[src/rtl/vga_rect_filler.sv]
`default_nettype none
// +----------------------------------------------------------------------------+
// | vga_rect_filler: clipped filled-rectangle plotter for vga_adapter           |
// | Optional macro RECT_OUTLINE_EN adds an outline-only mode.                   |
// | Rev 1.0 - initial release                                                   |
// +----------------------------------------------------------------------------+
module vga_rect_filler #(
    parameter int X_BITS      = 8,
    parameter int Y_BITS      = 7,
    parameter int COLOUR_BITS = 3,
    parameter int H_RES       = 160,
    parameter int V_RES       = 120
) (
    input  logic                   clock,
    input  logic                   resetn,
    input  logic                   start,
    input  logic [X_BITS-1:0]      x0,
    input  logic [Y_BITS-1:0]      y0,
    input  logic [X_BITS-1:0]      width,
    input  logic [Y_BITS-1:0]      height,
    input  logic [COLOUR_BITS-1:0] colour,
`ifdef RECT_OUTLINE_EN
    input  logic                   outline,
`endif
    output logic                   busy,
    output logic                   done,
    output logic [X_BITS-1:0]      x_out,
    output logic [Y_BITS-1:0]      y_out,
    output logic [COLOUR_BITS-1:0] colour_out,
    output logic                   plot
);

    localparam logic [X_BITS:0] c_x_max = (X_BITS+1)'(H_RES - 1);
    localparam logic [Y_BITS:0] c_y_max = (Y_BITS+1)'(V_RES - 1);
    localparam logic [X_BITS:0] c_x_lim = (X_BITS+1)'(H_RES);
    localparam logic [Y_BITS:0] c_y_lim = (Y_BITS+1)'(V_RES);

    typedef enum logic [1:0] {
        S_IDLE = 2'd0,
        S_DRAW = 2'd1,
        S_DONE = 2'd2
    } state_t;

    state_t                 r_state;
    logic [X_BITS-1:0]      r_xs;
    logic [X_BITS-1:0]      r_xe;
    logic [X_BITS-1:0]      r_cx;
    logic [Y_BITS-1:0]      r_ys;
    logic [Y_BITS-1:0]      r_ye;
    logic [Y_BITS-1:0]      r_cy;
    logic [COLOUR_BITS-1:0] r_col;
    logic                   r_outline;

    logic                   w_outline;
    logic [X_BITS:0]        w_x_sum;
    logic [Y_BITS:0]        w_y_sum;
    logic [X_BITS-1:0]      w_xe;
    logic [Y_BITS-1:0]      w_ye;
    logic                   w_degen;
    logic                   w_last_col;
    logic                   w_last;
    logic [X_BITS-1:0]      w_nx;
    logic [Y_BITS-1:0]      w_ny;
    logic                   w_edge;

`ifdef RECT_OUTLINE_EN
    assign w_outline = outline;
`else
    assign w_outline = 1'b0;
`endif

    // End coordinates are formed one bit wider so a large width cannot wrap.
    assign w_x_sum = {1'b0, x0} + {1'b0, width} - 1'b1;
    assign w_y_sum = {1'b0, y0} + {1'b0, height} - 1'b1;
    assign w_xe    = (w_x_sum > c_x_max) ? c_x_max[X_BITS-1:0] : w_x_sum[X_BITS-1:0];
    assign w_ye    = (w_y_sum > c_y_max) ? c_y_max[Y_BITS-1:0] : w_y_sum[Y_BITS-1:0];
    assign w_degen = (width == '0) || (height == '0) ||
                     ({1'b0, x0} >= c_x_lim) || ({1'b0, y0} >= c_y_lim);

    assign w_last_col = (r_cx == r_xe);
    assign w_last     = w_last_col && (r_cy == r_ye);
    assign w_nx       = w_last_col ? r_xs : r_cx + 1'b1;
    assign w_ny       = w_last_col ? r_cy + 1'b1 : r_cy;
    assign w_edge     = (w_nx == r_xs) || (w_nx == r_xe) || (w_ny == r_ys) || (w_ny == r_ye);

    always_ff @(posedge clock) begin
        if (!resetn) begin
            r_state    <= S_IDLE;
            r_xs       <= '0;
            r_xe       <= '0;
            r_cx       <= '0;
            r_ys       <= '0;
            r_ye       <= '0;
            r_cy       <= '0;
            r_col      <= '0;
            r_outline  <= 1'b0;
            busy       <= 1'b0;
            done       <= 1'b0;
            plot       <= 1'b0;
            x_out      <= '0;
            y_out      <= '0;
            colour_out <= '0;
        end else begin
            case (r_state)
                S_IDLE: begin
                    busy <= 1'b0;
                    done <= 1'b0;
                    plot <= 1'b0;
                    if (start) begin
                        busy      <= 1'b1;
                        r_xs      <= x0;
                        r_ys      <= y0;
                        r_xe      <= w_xe;
                        r_ye      <= w_ye;
                        r_col     <= colour;
                        r_outline <= w_outline;
                        if (w_degen) begin
                            r_state <= S_DONE;
                            done    <= 1'b1;
                        end else begin
                            // The origin is always on the perimeter, so it plots in both modes.
                            r_state    <= S_DRAW;
                            r_cx       <= x0;
                            r_cy       <= y0;
                            x_out      <= x0;
                            y_out      <= y0;
                            colour_out <= colour;
                            plot       <= 1'b1;
                        end
                    end
                end
                S_DRAW: begin
                    if (w_last) begin
                        r_state <= S_DONE;
                        plot    <= 1'b0;
                        done    <= 1'b1;
                    end else begin
                        r_cx  <= w_nx;
                        r_cy  <= w_ny;
                        x_out <= w_nx;
                        y_out <= w_ny;
                        plot  <= !r_outline || w_edge;
                    end
                end
                S_DONE: begin
                    r_state <= S_IDLE;
                    busy    <= 1'b0;
                    done    <= 1'b0;
                end
                default: begin
                    r_state <= S_IDLE;
                    busy    <= 1'b0;
                    done    <= 1'b0;
                    plot    <= 1'b0;
                end
            endcase
        end
    end

endmodule
`default_nettype wire

[config.mk]
export PLATFORM = sky130hd
export DESIGN_NAME = vga_rect_filler
export DESIGN_NICKNAME = d
export VERILOG_FILES = /design/src/rtl/vga_rect_filler.sv
export SDC_FILE = /design/constraint.sdc
export NUM_CORES = 1
export LEC_CHECK = 0
export CORE_MARGIN = 3
export CORE_UTILIZATION = 59
export CTS_BUF_LIST = sky130_fd_sc_hd__clkbuf_8
export CTS_CLUSTER_SIZE = 40
export DETAILED_ROUTE_END_ITERATION = 6
export HOLD_SLACK_MARGIN = 0.05
export PLACE_DENSITY = 0.88
export SLEW_MARGIN = 25
export SYNTH_ARGS = -nofsm -noshare
export SYNTH_HDL_FRONTEND = slang
export SYNTH_SLANG_ARGS = --single-unit
[constraint.sdc]
create_clock -name clock -period 4.4 [get_ports clock]
set_input_delay 1.1 -clock clock [delete_from_list [all_inputs] [get_ports clock]]
set_output_delay 1.1 -clock clock [all_outputs]
set_load 0.05 [all_outputs]
After elaboration in Yosys (flattened, before gate mapping):

Cells that the tools add are included.
Widths: inputs -> output; s select.

* $add $sub $neg: 6
* order comparisons: 4
* equality and inequality tests: 9
* muxes and demuxes: 26
* bitwise gates (word level): 1
* reductions and logical operators: 13

Operator list (count)
* $mux 8: 5
* $mux 7: 5
* $pmux 8 s2: 1
* $pmux 7 s2: 1
* $add 8x8->9: 1
* $gt 9x8->1 const B: 1
* $sub 9x1->9 const B: 1
* $add 7x7->8: 1
* $add 8x1->8 const B: 1
* $eq 8x8->1: 1
* $ge 8x8->1 const B: 1
* $gt 8x7->1 const B: 1
* $logic_not 8->1: 1
* $ne 2x2->1 const B: 4
* $sub 8x1->8 const B: 1
* $add 7x1->7 const B: 1
* $eq 7x7->1: 1
* $ge 7x7->1 const B: 1
* $logic_not 7->1: 1
* $mux 1: 7
* $mux 2: 3
* $reduce_and 5->1: 1
* $pmux 1 s2: 2
* $pmux 2 s2: 1
* 12 further kinds: 15

* register bits: 46
* bits of input ports: 36
* output and inout port bits: 21
* word-level logic and storage cells: 69

Logic depth before layout (Yosys ltp):

Gate-level depths: netlist of the first run.

* word-level depth: 7
* gate-level depth with buffers: 12
* gate-level depth less buffers: 12

Least setup slack after synthesis of the first run:

Ideal clock, no wire load.

* path kind: input to register
* start: in width[1]
* end: reg r_xe[0]
* library setup time: 0.119 ns
* arrival time: 3.103 ns
* required time: 4.281 ns
* slack: 1.178 ns
* cell stages on the path: 12
* path buffers: 0
* path through: inv_1 -> ha_1 -> inv_1 -> ha_1 -> inv_1 -> fa_1 -> nor2b_1 -> o31a_1 -> nor4_1 -> a311oi_1 -> o21a_1 -> a21oi_1

* longest elaborated chain between the ends: 4

RTL lines
* start: declaration: RTL line 19 `input logic [X_BITS-1:0] width,`
* $add 8x8->9: RTL line 73 `assign w_x_sum = {1'b0, x0} + {1'b0, width} - 1'b1;`
* $sub 9x1->9: RTL line 73
* $gt 9x8->1: RTL line 75 `assign w_xe = (w_x_sum > c_x_max) ? c_x_max[X_BITS-1:0] : w_x_sum[X_BITS-1:0];`
* $mux 8: RTL line 75
* end signal: assignment: RTL line 113 `r_xe <= w_xe;`
* end: declaration: RTL line 46 `logic [X_BITS-1:0] r_xe;`

No other way between the ends.
A chain may end at the register's enable or synchronous reset.

Final worst setup path of the first run:

* start: in x0[1]
* end: reg r_xe[4]

* longest elaborated chain between the ends: 4

RTL lines
* start: declaration: RTL line 17 `input logic [X_BITS-1:0] x0,`
* $add 8x8->9 *: RTL line 73
* $sub 9x1->9 *: RTL line 73
* $gt 9x8->1: RTL line 75
* $mux 8 *: RTL line 75

Every way passes the cells marked *; elsewhere a longest branch is shown, timed or not.

==> results.tsv, run 1 <==
stage	metric	value	unit
route	vias	3190	
place	dp_hpwl	6270	um
route	ant_nets	0	
setup_path	slowest_delay	500	ps
grt	grt_max_degree	27	
route	drtIter0Drc	273	
yosys	synth_warnings	0	
setup_path	crit_path_max_fanout	5	
yosys	ys_types	52	
route	wl_per_cell	14.9	um
setup_path	rrSetupSlack	1920	ps
worst_hold_path	hold_class	reg -> reg	
grt	overflow	0	
route	viasPerCell	5.89	
grt	antenna_found_initial	0	
cts	cts-root-buf	clkbuf_8	
sta	post-route-period-util	0.843	
sta	maxSlewHeadroom	0.455	
setup_path	worstSetupPathType	in -> reg	
floorplanning	core_area	5270	um2
layout	fill_cells	413	
floorplanning	start_util	0.626	
yosys	synthesis.area	3300	um2
place	dp_cells	534	
sta	hold_violations	0	
layout	diodes	0	
sta	maxSlewViolCount	0	
cts	clock_sinks	46	
setup_path	path_cells	clkdlybuf4s50_1, inv_1, ha_1, inv_1, ha_1, inv_1, fa_1, nor2b_1, o31a_1, nor4_1, a311oi_1, o21a_1, a21oi_1	
run	cap_violations	0	
yosys	synth.net_count	487	
place	port-buffer-count	56	
cts	clk_pin_slew	90	ps
route	firstDrtPassIters	5	
route	drc	0	
grt	grt.total_usage	0.257	
cts	ctsResizeCount	0	
floorplanning	io_pins	57	
floorplanning	fp.dieW	80.8	um
layout	nNetsFinal	539	
setup_path	critPathMostFrequentCell	inv_1	
cts	clockBufferDepth	2	
sta	finalClockSkew	8.09	ps
floorplanning	dieArea	6530	um2
sta	fin_crit	3710	ps
setup_path	worstSetupStartpoint	x0[1]	
grt	grt_pass1_vias	2984	
worst_hold_path	hp-start	r_xs[7]	
setup_path	path_buf_inv	4	
yosys	synth_ff_type	dfxtp_1	
yosys	synth_common_cells	64 x inv_1, 46 x dfxtp_1, 41 x nand2_1, 30 x ha_1, 26 x a21oi_1	
cts	htreeDepth	2	
setup_path	cp_data_required_time	4590	ps
yosys	postSynth.asyncResetShare	0	
place	place.gp.congestion	0.884	
setup_path	path_delay_family	compound AO/OA/AOI/OAI gates	
yosys	synthCells	419	
cts	cts.hold.buffers_added	0	
power	peakVddDrop	176	uV
sta	tightest_slew	818	ps
layout	final_cells	542	
yosys	avgSynthCellArea	7.87	um2
sta	rsz0062_at_grt	no	
setup_path	cp-start-kind	input port	
setup_path	timing.rr.start	r_cx[2]	
setup_path	end_kind	register	
floorplanning	die_h	80.8	um
layout	syn_to_final_growth	21.1	%
power	p_leak	1.73	nW
sta	fin_tns_setup	0	ps
route	routed_wl	8080	um
layout	layout-drive-gt1-share	0.0508	
sta	setup_viol	0	
yosys	synth_edf_count	0	
cts	cts_buffers	5	
sta	fmax	270	MHz
power	powerDensity	326	nW/um2
setup_path	cp.arrival	3900	ps
setup_path	worst_path_max_delay_cell	clkdlybuf4s50_1	
yosys	yosysMostFrequentCell	inv_1	
yosys	synth_area_leader_cell	dfxtp_1	
grt	grt_pass1_wl	13300	um
yosys	ys_top_cells_by_area	dfxtp_1 28%, ha_1 11%, inv_1 7.3%	
floorplanning	rows	26	
yosys	synth_top_area_share	0.279	
cts	insertion_delay	310	ps
yosys	synth_seq_cells	46	
yosys	ys_seq_area_frac	0.279	
outcome	outcome	finished, final reports clean	
cts	cts_setup_buffers	0	
cts	cts_tree	yes	
==> tightest hold or removal path, cell delays in order (launching register included) <==
cell	delay (ps)
dfxtp_1	320
nand2_1	50
a21oi_1	50
==> flip-flops by register name, indices dropped and copies added, names as in the netlist <==
signal,cells
r_state,2
r_cx,8
r_cy,7
plot,1
done,1
r_ye,7
r_xs,8
r_xe,8
colour_out,3
busy,1
==> layout make-up <==
class                           count  area [um2]  share of cell area
Tap cell                           70        87.6              0.0219
Multi-Input combinational cell    295        2080               0.520
Clock inverter                      3        18.8             0.00470
Inverter                           64         240              0.0601
Timing Repair Buffer               59         583               0.146
Clock buffer                        5        68.8              0.0172
Sequential cell                    46         921               0.230
==> per-layer routing <==
| layer | vias up | GRT usage | share of wire |
|---|---|---|---|
| met4 | 0 | 0.0777 | 0.019 |
| met5 | - | 0 | 0 |
| li1 | 1558 | - | - |
| met3 | 24 | 0.0421 | 0.069 |
| met1 | 1480 | 0.331 | 0.43 |
| met2 | 128 | 0.440 | 0.48 |
==> cell usage in the layout (no fill, tap or decap), drive strengths merged, types with 7 or more instances in the layout <==
master         Yosys  layout
inv               64      65
clkdlybuf4s50      0      56
dfxtp             46      46
nand2             41      41
ha                30      30
a21oi             26      26
o21ai             24      24
nor2              22      22
xnor2             20      20
nand3             16      16
mux2i             11      11
a31oi             10      10
a21boi             7       7
==> power by group <==
part | internal, mW | switching, mW
sequential | 0.461 | 0.0543
combinational | 0.220 | 0.304
clock | 0.112 | 0.150
==> logic make-up (layout without fill, tap and decap cells) <==
family,Yosys count,count (layout),synth area share
simple gates,119,119,0.178
compound gates,104,104,0.213
buf+inv,78,131,0.0914
flops,46,46,0.279
fa+ha+maj,32,32,0.126
xor+xnor,26,26,0.0690
mux,14,14,0.0436
==> worst paths after layout <==
path	endpoint	cells after the start
worst min-delay path	r_xs[7]	2
worst max-delay path	r_xe[4]	13
worst max register to register	r_cy[2]	6
worst min register to register	r_xs[7]	2
==> metrics by stage <==
step | util | power, mW | instance area (um2) | setup WS (ps) | hold WS (ps)
3_5_place_dp | 0.742 | 1.04 | 3910 | 422 | 453
2_1_floorplan | - | 0.886 | 3300 | 1180 | 434
4_1_cts | 0.758 | 1.30 | 4000 | 720 | 466
6_report | 0.758 | 1.30 | 4000 | 691 | 464
5_1_grt | 0.758 | 1.38 | 4000 | 474 | 498
3_3_place_gp | 0.742 | 1.02 | 3910 | 537 | 444
Note: power is estimated with default switching activity, not from simulation.
==> inputs of run 2 (changes only) <==
--- a/config.mk
+++ b/config.mk
@@ -6,12 +6,12 @@
 export NUM_CORES = 1
 export LEC_CHECK = 0
 export CORE_MARGIN = 3
-export CORE_UTILIZATION = 59
+export CORE_UTILIZATION = 50
 export CTS_BUF_LIST = sky130_fd_sc_hd__clkbuf_8
 export CTS_CLUSTER_SIZE = 40
 export DETAILED_ROUTE_END_ITERATION = 6
 export HOLD_SLACK_MARGIN = 0.05
-export PLACE_DENSITY = 0.88
+export PLACE_DENSITY = 0.79
 export SLEW_MARGIN = 25
 export SYNTH_ARGS = -nofsm -noshare
 export SYNTH_HDL_FRONTEND = slang
==> constraint.sdc (replaced) <==
create_clock -name clock -period 3 [get_ports clock]
set_input_delay 0.75 -clock clock [delete_from_list [all_inputs] [get_ports clock]]
set_output_delay 0.75 -clock clock [all_outputs]
set_load 0.05 [all_outputs]
==> run 2 against run 1 <==
Via count increased by 5.3%. Cell count is 11% higher. Global-route usage is 0.64 points lower. Wire length is 15% higher.
==> results.tsv, run 2 (same netlist as run 1, synthesis figures left out) <==
stage	metric	value	unit	change
outcome	outcome	finished, final reports clean		
cts	cts_buffers	5		unchanged
setup_path	worst_path_max_delay_cell	clkdlybuf4s50_1		
route	drc	0		unchanged
layout	nNetsFinal	593		+10%
grt	overflow	0		unchanged
worst_hold_path	min_to	r_xs[7]		
floorplanning	fp.dieW	87.2	um	+8.0%
sta	maxSlewViolCount	0		unchanged
layout	final_common_cell	inv_1		
layout	layout-drive-gt1-share	0.207		+0.156
floorplanning	dieArea	7610	um2	+17%
floorplanning	rows	28		+7.7%
route	viasPerCell	5.59		-5.1%
layout	regArea	921	um2	unchanged
setup_path	cp.arrival	3200	ps	-700 ps
place	place.gp.congestion	0.872		-1.4%
layout	multi_input_area	2240	um2	+7.8%
setup_path	crit_path_max_fanout	4		-1
layout	design_area	4580	um2	+14%
grt	grt_pass1_wl	15200	um	+14%
setup_path	critPathMostFrequentCell	buf_4		
route	firstDrtPassIters	6		+1
sta	fmax	337	MHz	
cts	cts.hold.buffers_added	0		unchanged
sta	post-route-period-util	0.988		
cts	cts-root-buf	clkbuf_8		
floorplanning	die_h	87.2	um	+8.0%
layout	fill_cells	459		+11%
cts	htreeDepth	2		unchanged
power	p_leak	2.05	nW	+18%
setup_path	worstSetupPathType	in -> reg		
sta	finalClockSkew	10.7	ps	+2.64 ps
sta	tightest_slew	804	ps	-13.5 ps
worst_hold_path	min_path_cells	2		unchanged
setup_path	timing.rr.end	r_cx[3]		
worst_hold_path	hp-start	r_xs[7]		
route	vias	3358		+5.3%
power	powerDensity	460	nW/um2	+41%
cts	clockBufferDepth	2		unchanged
power	peakVddDrop	313	uV	+78%
setup_path	worstRegToRegCells	6		unchanged
cts	cts_tree	yes		
cts	insertion_delay	310	ps	about the same
place	place_area	4310	um2	+10%
grt	grt_max_degree	20		-26%
route	drtIter0Drc	199		-27%
floorplanning	start_util	0.535		-0.0910
place	port-buffer-count	56		unchanged
cts	clk_pin_slew	90	ps	about the same
sta	hold_violations	0		unchanged
floorplanning	core_area	6170	um2	+17%
route	routed_wl	9280	um	+15%
route	ant_nets	0		unchanged
route	wl_per_cell	15.4	um	+3.5%
setup_path	cp-start-kind	input port		
setup_path	timing.rr.start	r_cx[0]		
grt	grt.total_usage	0.250		-0.00641
layout	diodes	0		unchanged
cts	clock_sinks	46		unchanged
setup_path	slowest_delay	480	ps	-20 ps
layout	syn_to_final_growth	38.7	%	
setup_path	rrSetupSlack	680	ps	-1240 ps
setup_path	path_cells	clkdlybuf4s50_1, inv_1, ha_1, inv_2, ha_4, nor2b_2, o31a_1, buf_4, a311oi_2, buf_4, a32oi_2, nor2b_1		
sta	hold_ws	463	ps	-1.39 ps
sta	maxSlewHeadroom	0.464		+0.00902
grt	antenna_found_initial	0		unchanged
grt	grt_pass1_vias	3299		+11%
setup_path	end_kind	register		
run	cap_violations	0		unchanged
sta	fin_crit	2960	ps	
sta	setup_viol	0		unchanged
layout	layout_common_cells	59 x inv_1, 57 x buf_4, 50 x clkdlybuf4s50_1		
place	dp_hpwl	7000	um	+12%
layout	top_regs	r_cx (8), r_xe (8), r_xs (8)		
setup_path	cp_data_required_time	3230	ps	-1360 ps
worst_hold_path	hold_class	reg -> reg		
floorplanning	io_pins	57		unchanged
==> run 2: cell types whose count changed in the layout (fill, tap and decap cells not counted), sizes merged <==
cell           delta
buf              +54
dlymetal6s2s      +4
clkdlybuf4s50     -6
dlygate4sd2       +2
==> run 2: metrics by stage <==
| stage | setup slack, ps | util | power (mW) | instances | setup TNS (ps) |
|---|---|---|---|---|---|
| floorplan | 128 | - | 1.30 | 419 | 0 |
| global placement | -315 | 0.698 | 1.61 | 591 | -4100 |
| CTS | 0.741 | 0.719 | 2.04 | 599 | 0 |
| global route | -31.6 | 0.742 | 2.23 | 601 | -121 |
| detailed placement | -440 | 0.698 | 1.64 | 591 | -5690 |
| finish | 35.2 | 0.742 | 2.10 | 601 | 0 |
==> run 2: cell type report <==
| class | instances | share of cell area |
|---|---|---|
| sequential | 46 | 0.201 |
| multi-input combinational | 295 | 0.489 |
| timing repair buffer | 113 | 0.218 |
| inverter | 64 | 0.0525 |
| clock buffer | 5 | 0.0150 |
| clock inverter | 3 | 0.00383 |
| tap | 75 | 0.0205 |
==> run 2: per-layer routing <==
| metal | routed length (um) | global-route usage | up-vias |
|---|---|---|---|
| li1 | - | - | 1669 |
| met1 | 4080 | 0.326 | 1530 |
| met2 | 4380 | 0.425 | 132 |
| met3 | 563 | 0.0388 | 27 |
| met4 | 251 | 0.0767 | 0 |
| met5 | 0 | 0 | - |
==> run 2: critical path: cells and delay by family <==
kind / cells / cell delay, ps
compound gates: 3 / 690
fa+ha+maj: 2 / 540
buf+inv: 5 / 930
simple gates: 2 / 290
==> run 2: worst max path at each step <==
stage | slack [ps] | startpoint | to
floorplan | 130 | width[1] | r_xe[0]
detailed placement | -440 | width[1] | r_xe[2]
finish | 40 | x0[3] | r_xe[6]
CTS | 0.7 | y0[1] | r_ye[0]
global placement | -310 | y0[1] | r_ye[0]
global route | -30 | x0[3] | r_xe[6]
==> run 2: timing repair <==
item	4_1_cts	5_1_grt
setup endpoints to repair	13	14
pin swaps	8	18
setup buffers	0	2
gates resized for setup	14	28
==> run 2: power breakdown <==
| group | total (mW) | internal, mW | switching (mW) |
|---|---|---|---|
| clock network | 0.384 | 0.162 | 0.222 |
| registers | 0.758 | 0.677 | 0.0818 |
| logic | 0.962 | 0.448 | 0.514 |
